### src/rtl/riscv_pc_fetch.sv
// rtl/riscv_pc_fetch.sv - program counter with request/grant fetch handshake and buffered redirects
module riscv_pc_fetch #(
    parameter int          DW        = 32,
    parameter logic [DW-1:0] RESET_VEC = '0,
    parameter bit          C_EXT     = 1'b1
) (
    input  logic          clk_i,
    input  logic          rst_i,
    input  logic          stall_i,
    input  logic          trap_i,
    input  logic [DW-1:0] trap_vec_i,
    input  logic          redir_i,
    input  logic [DW-1:0] redir_pc_i,
    input  logic          rvc_i,
    input  logic          gnt_i,
    output logic          req_o,
    output logic [DW-1:0] PC_o,
    output logic [DW-1:0] PCN_o,
    output logic          pend_o,
    output logic          misalign_o
);

    typedef enum logic [1:0] {
        BOOT  = 2'd0,
        REQ   = 2'd1,
        STALL = 2'd2
    } state_t;

    state_t        state, state_nx;
    logic [DW-1:0] pc, pc_nx;
    logic [DW-1:0] pend_pc, pend_pc_nx;
    logic          pend, pend_nx;
    logic          pend_trap, pend_trap_nx;
    logic          mis, mis_nx;
    logic          load_tgt;

    logic          ev;
    logic [DW-1:0] tgt;
    logic [DW-1:0] inc;
    logic          mrg_valid;
    logic [DW-1:0] mrg_pc;
    logic          mrg_trap;

    // Event decode: trap wins over redirect, bit0 of any target is dropped.
    always_comb begin
        ev  = trap_i | redir_i;
        tgt = (trap_i ? trap_vec_i : redir_pc_i) & ~DW'(1);
        inc = (C_EXT && rvc_i) ? DW'(2) : DW'(4);
    end

    // Combine a new event with the buffered target: traps always replace,
    // redirects replace anything except a buffered trap.
    always_comb begin
        mrg_pc   = pend_pc;
        mrg_trap = pend_trap;
        if (trap_i) begin
            mrg_pc   = tgt;
            mrg_trap = 1'b1;
        end else if (redir_i && !(pend && pend_trap)) begin
            mrg_pc   = tgt;
            mrg_trap = 1'b0;
        end
        mrg_valid = pend | ev;
    end

    // Next-state, next-PC and pending-buffer logic.
    always_comb begin
        state_nx     = state;
        pc_nx        = pc;
        pend_nx      = pend;
        pend_pc_nx   = pend_pc;
        pend_trap_nx = pend_trap;
        load_tgt     = 1'b0;
        req_o        = 1'b0;
        case (state)
            BOOT, STALL: begin
                // Nothing outstanding: targets go straight into the PC.
                if (mrg_valid) begin
                    pc_nx    = mrg_pc;
                    load_tgt = 1'b1;
                end
                pend_nx  = 1'b0;
                state_nx = stall_i ? STALL : REQ;
            end
            REQ: begin
                req_o = 1'b1;
                if (gnt_i) begin
                    // Granted address is committed; the target applies to the next one.
                    pc_nx    = mrg_valid ? mrg_pc : PCN_o;
                    load_tgt = mrg_valid;
                    pend_nx  = 1'b0;
                    state_nx = stall_i ? STALL : REQ;
                end else begin
                    // Address must stay stable until granted, so buffer the target.
                    pend_nx      = mrg_valid;
                    pend_pc_nx   = mrg_pc;
                    pend_trap_nx = mrg_trap;
                end
            end
            default: begin
                state_nx = BOOT;
            end
        endcase
        mis_nx = load_tgt && !C_EXT && pc_nx[1];
    end

    // State, PC and pending-buffer registers.
    always_ff @(posedge clk_i or posedge rst_i) begin
        if (rst_i) begin
            state     <= BOOT;
            pc        <= RESET_VEC;
            pend      <= 1'b0;
            pend_pc   <= '0;
            pend_trap <= 1'b0;
            mis       <= 1'b0;
        end else begin
            state     <= state_nx;
            pc        <= pc_nx;
            pend      <= pend_nx;
            pend_pc   <= pend_pc_nx;
            pend_trap <= pend_trap_nx;
            mis       <= mis_nx;
        end
    end

    // Output mapping.
    always_comb begin
        PC_o       = pc;
        PCN_o      = pc + inc;
        pend_o     = pend;
        misalign_o = mis;
    end

endmodule

### config.mk
export PLATFORM = sky130hd
export DESIGN_NAME = riscv_pc_fetch
export DESIGN_NICKNAME = d
export VERILOG_FILES = /design/src/rtl/riscv_pc_fetch.sv
export SDC_FILE = /design/constraint.sdc
export NUM_CORES = 1
export LEC_CHECK = 0
export BUFFER_PORTS_ARGS = -buffer_cell sky130_fd_sc_hd__buf_2
export CAP_MARGIN = 30
export CORE_UTILIZATION = 57
export CTS_BUF_LIST = sky130_fd_sc_hd__clkbuf_2
export DETAILED_ROUTE_END_ITERATION = 7
export HOLD_SLACK_MARGIN = 0.06
export PLACE_DENSITY_LB_ADDON = 0.3
export SYNTH_ARGS = -nofsm -noshare
export SYNTH_HDL_FRONTEND = slang
export SYNTH_SLANG_ARGS = --single-unit
### constraint.sdc
create_clock -name clk_i -period 5 [get_ports clk_i]
set_input_delay 1 -clock clk_i [delete_from_list [all_inputs] [get_ports clk_i]]
set_output_delay 1 -clock clk_i [all_outputs]
set_load 0.1 [all_outputs]
# After elaboration in Yosys (flattened, before gate mapping)
# Index checks and enable logic that the tools add are counted.
# op_classes
n_eq_ne	4
reduce_logical	10
n_addsub	1
muxes	16
n_bitwise	3
# op_table
cell	n
two-way mux 32 bit	6
one-hot mux 32 bit (2 select lines)	1
adder 32 x 3 -> 32 bit	1
AND reduction 3 bit	2
two-way mux 1 bit	4
two-way mux 2 bit	2
inequality test 2 bit, second input constant	2
one-hot mux 2 bit (2 select lines)	1
nonzero test 2 bit	2
two-way mux 3 bit	1
== test 2 x 1 -> 1 bit, second input constant	1
== test 2 bit, second input constant	1
logical AND 1 bit	2
logical NOT 2 bit	1
OR 1 bit	2
one-hot mux 1 bit (2 select lines)	1
AND reduction 2 bit	1
OR reduction 2 bit	1
logical NOT 1 bit	1
NOT 1 bit	1
# word_totals
reg_bits	68
word_cells	39
output_inout_bits	67
inputBits	71

# Logic depth before layout (Yosys ltp)
# depth
depth_word	8
depth_mapped	8
ltp_nobuf	7

# Least setup slack after synthesis
# Ideal clock, no wire load.
# synth_path
kind	register to output
from	register pc[1], in the netlist PC_o[1]
to	output PCN_o[25]
n_path_buf	0
required_ns	4.000
arrival_time_ns	3.921
slack_ns	0.079
stages_incl_launch_ff	7
path_cell_list	dfrtp_1 ha_1 fa_1 nand3_2 or4_4 nor3_2 xor2_1
# synth_via
elab_chain_cells	1
# synth_rtl
element	line_no	source
start: declaration	30	logic [DW-1:0] pc, pc_nx;
start signal: assignment	118	pc <= pc_nx;
adder 32 x 3 -> 32 bit	129	PCN_o = pc + inc;
end: declaration	18	output logic [DW-1:0] PCN_o,
# Every way passes these cells.

# Worst setup path after layout
# layout_path
from	input rvc_i
to	output PCN_o[31]
# layout_via
elab_chain_cells	2
# layout_rtl
element	line_no	source
start: declaration	14	input logic rvc_i,
two-way mux 3 bit	48	inc = (C_EXT && rvc_i) ? DW'(2) : DW'(4);
adder 32 x 3 -> 32 bit	129	
# Every way passes these cells.

==> results.tsv <==
metric	value	unit
dp_hpwl	8240	um
synth_top_area_share	0.389	
skew	0.0262	ns
rsz0062_at_grt	false	
run_status	finished, final reports clean	
switching_power	1740	uW
drt_iter0_drc	330	
drt_first_pass_iters	6	
use_met2	0.435	
core-area	7330	um^2
drive_gt1_frac	0.282	
clock.fmax	232	MHz
p_clk_frac	0.098	
cp.required	4.00	ns
max_stage_delay	0.52	ns
totalPowerFinal	2770	uW
ys_warn_count	0	
antenna_cells	0	
dieArea	8040	um^2
num-fill-cells	589	
grt_usage	0.293	
die_x	89.6	um
yosysUniqueCellTypes	60	
syn_nets	573	
synth_edf_count	0	
cts_max_path_buffers	2	
nets	686	
cp.depth	8	
setup_viol	0	
synthTopCellsByArea	dfrtp_1, mux2i_1, nand2_1	
vias	4246	
syn_area	4380	um^2
gr-total-overflow	0	
tightest_slew	1.03	ns
ant_nets	0	
avgSynthCellArea	8.77	um^2
cts_tree	yes	
ys.flop_type	dfrtp_1	
min_delay_path_depth	2	
async_reset_ff_frac	1.00	
cts.clk_slew.worst_paths	0.20	ns
cp_max_fo	6	
cts_resized	0	
p_int	1030	uW
crit_chain	buf_2 -> ha_1 -> fa_1 -> nand3_2 -> or4_4 -> nor4_4 -> xor2_2 -> buf_2	
port-buffer-count	134	
area_growth	16.6	%
hold_class	register to register	
path_delay_family	simple AND/OR/NAND/NOR gates	
cp.arrival	3.32	ns
pwr-share-comb	0.589	
ios	138	
grt_pass1_vias	3641	
setup_tns	0	ns
synth_cells	499	
irDropWorstVdd	0.315	mV
p_seq_frac	0.313	
finalCritPeriodShare	0.863	
total_leakage_power	0.00248	uW
row_count	31	
swShare	0.629	
die_y	89.6	um
cap_violations	0	
crit_buf_inv	2	
yosys.area.top_type	dfrtp_1	
drc	0	
wl_per_cell	15.7	um
clock_latency	0.50	ns
worst_setup_path_end_kind	output port	
grt_max_degree	65	
clock-sinks	68	
grt-busiest-layer	met1	
cts_setup_buffers	0	
numCtsBuffers	9	
postCtsHoldBufs	0	
path_class	primary input to output port	
slew_violations	0	
wl	11200	um
grt_util_met1	0.436	
finalHoldViolations	0	
gp_congestion	0.902	
r2r_cells	7	
cts-root-buf	clkbuf_2	
via_per_inst	5.94	
critical_path.most_common_cell	buf_2	
start_util	0.597	
cts_max_level	3	
start_kind	primary input	
fin_crit	4.32	ns
powerDensity	543	nW/um^2
yosys_register_bits	68	
ys_seq_area_frac	0.389	
whs	0.505	ns
cpMaxStageDelayCell	or4_4	
grt_pass1_wl	17800	um
slew_headroom	0.312	
met3_usage	0.0475	
antenna_found_initial	0	
cell type report:
class / instances / area, um^2 / area share
Timing Repair Buffer: 140 / 716 / 0.140
Clock buffer: 9 / 45.0 / 0.00882
Sequential cell: 68 / 1700 / 0.333
Inverter: 4 / 15.0 / 0.00294
Multi-Input combinational cell: 389 / 2460 / 0.482
Clock inverter: 6 / 41.3 / 0.00809
Tap cell: 99 / 124 / 0.0243
per-layer routing:
metal,share of wire,vias to the layer above
li1,-,2029
met1,0.45,1992
met2,0.46,208
met3,0.077,17
met4,0.014,0
met5,0,-
per-stage QoR:
step / cells / cell area, um^2 / worst slack [ns] / utilization
finish: 715 / 5110 / 0.684 / 0.697
global route: 715 / 5110 / 0.572 / 0.697
CTS: 715 / 5110 / 0.697 / 0.697
detailed placement: 700 / 5020 / 0.724 / 0.685
global placement: 700 / 5020 / 0.759 / 0.685
floorplan: 499 / 4380 / 0.0788 / -
worst paths after layout:
check / from / to / slack (ns)
max in group asynchronous: rst_i / state[0] / 3.47
min: pend_pc[9] / pend_pc[9] / 0.51
max reg2reg: PC_o[1] / PC_o[31] / 2.47
max: rvc_i / PCN_o[31] / 0.68
min reg2reg: pend_pc[9] / pend_pc[9] / 0.51
min in group asynchronous: rst_i / PC_o[12] / 0.56
worst register-to-register path, cell delays in order, from the launching register on:
cell,delay [ns]
dfrtp_1,0.42
ha_1,0.19
fa_1,0.36
nand3_2,0.20
or4_4,0.52
nor4_4,0.33
xor2_2,0.12
a221o_1,0.32
cells by family after synthesis:
group	after synthesis	synth area share
XOR/XNOR	29	0.0597
AO/OA/AOI/OAI	127	0.181
other	1	0.000857
AND/OR/NAND/NOR	194	0.231
multiplexers	35	0.0800
flip-flops	68	0.389
adder cells (fa/ha/maj)	3	0.0103
buffers and inverters	42	0.0486
registers in the layout (all words and copies together), names as in the netlist:
register	count
pend_o	1
state	2
PC_o	32
pend_pc	32
pend_trap	1
synthesized netlist by cell type (all sizes together), types with 3 or more instances:
master	count
nor3	6
dfrtp	68
nand4	11
and3	6
buf	11
nand2	83
xor2	15
a221o	3
o211ai	21
clkbuf	27
o21ai	65
xnor2	14
and2	8
nor4	7
nor2	28
a22oi	5
o311ai	6
or4	6
nor2b	3
a211oi	5
inv	4
a21oi	10
mux2i	35
nand3	25
cells in the final DEF (no fill, tap or decap), types with 10 or more instances in the layout:
| master | count |
|---|---|
| a21oi_1 | 10 |
| nor2_1 | 28 |
| dfrtp_1 | 68 |
| buf_2 | 134 |
| nand2_1 | 82 |
| nand3_1 | 23 |
| o21ai_0 | 60 |
| xnor2_1 | 14 |
| mux2i_1 | 35 |
| xor2_1 | 14 |
| o211ai_1 | 21 |
power by group through the flow:
stage,logic [uW],registers (uW),clock network (uW)
2_1_floorplan,940,1310,0
3_3_place_gp,1610,865,0
3_5_place_dp,1630,875,0
4_1_cts,1630,863,271
5_1_grt,1720,891,292
6_report,1630,869,271
Power figures use the tool's default switching activity.
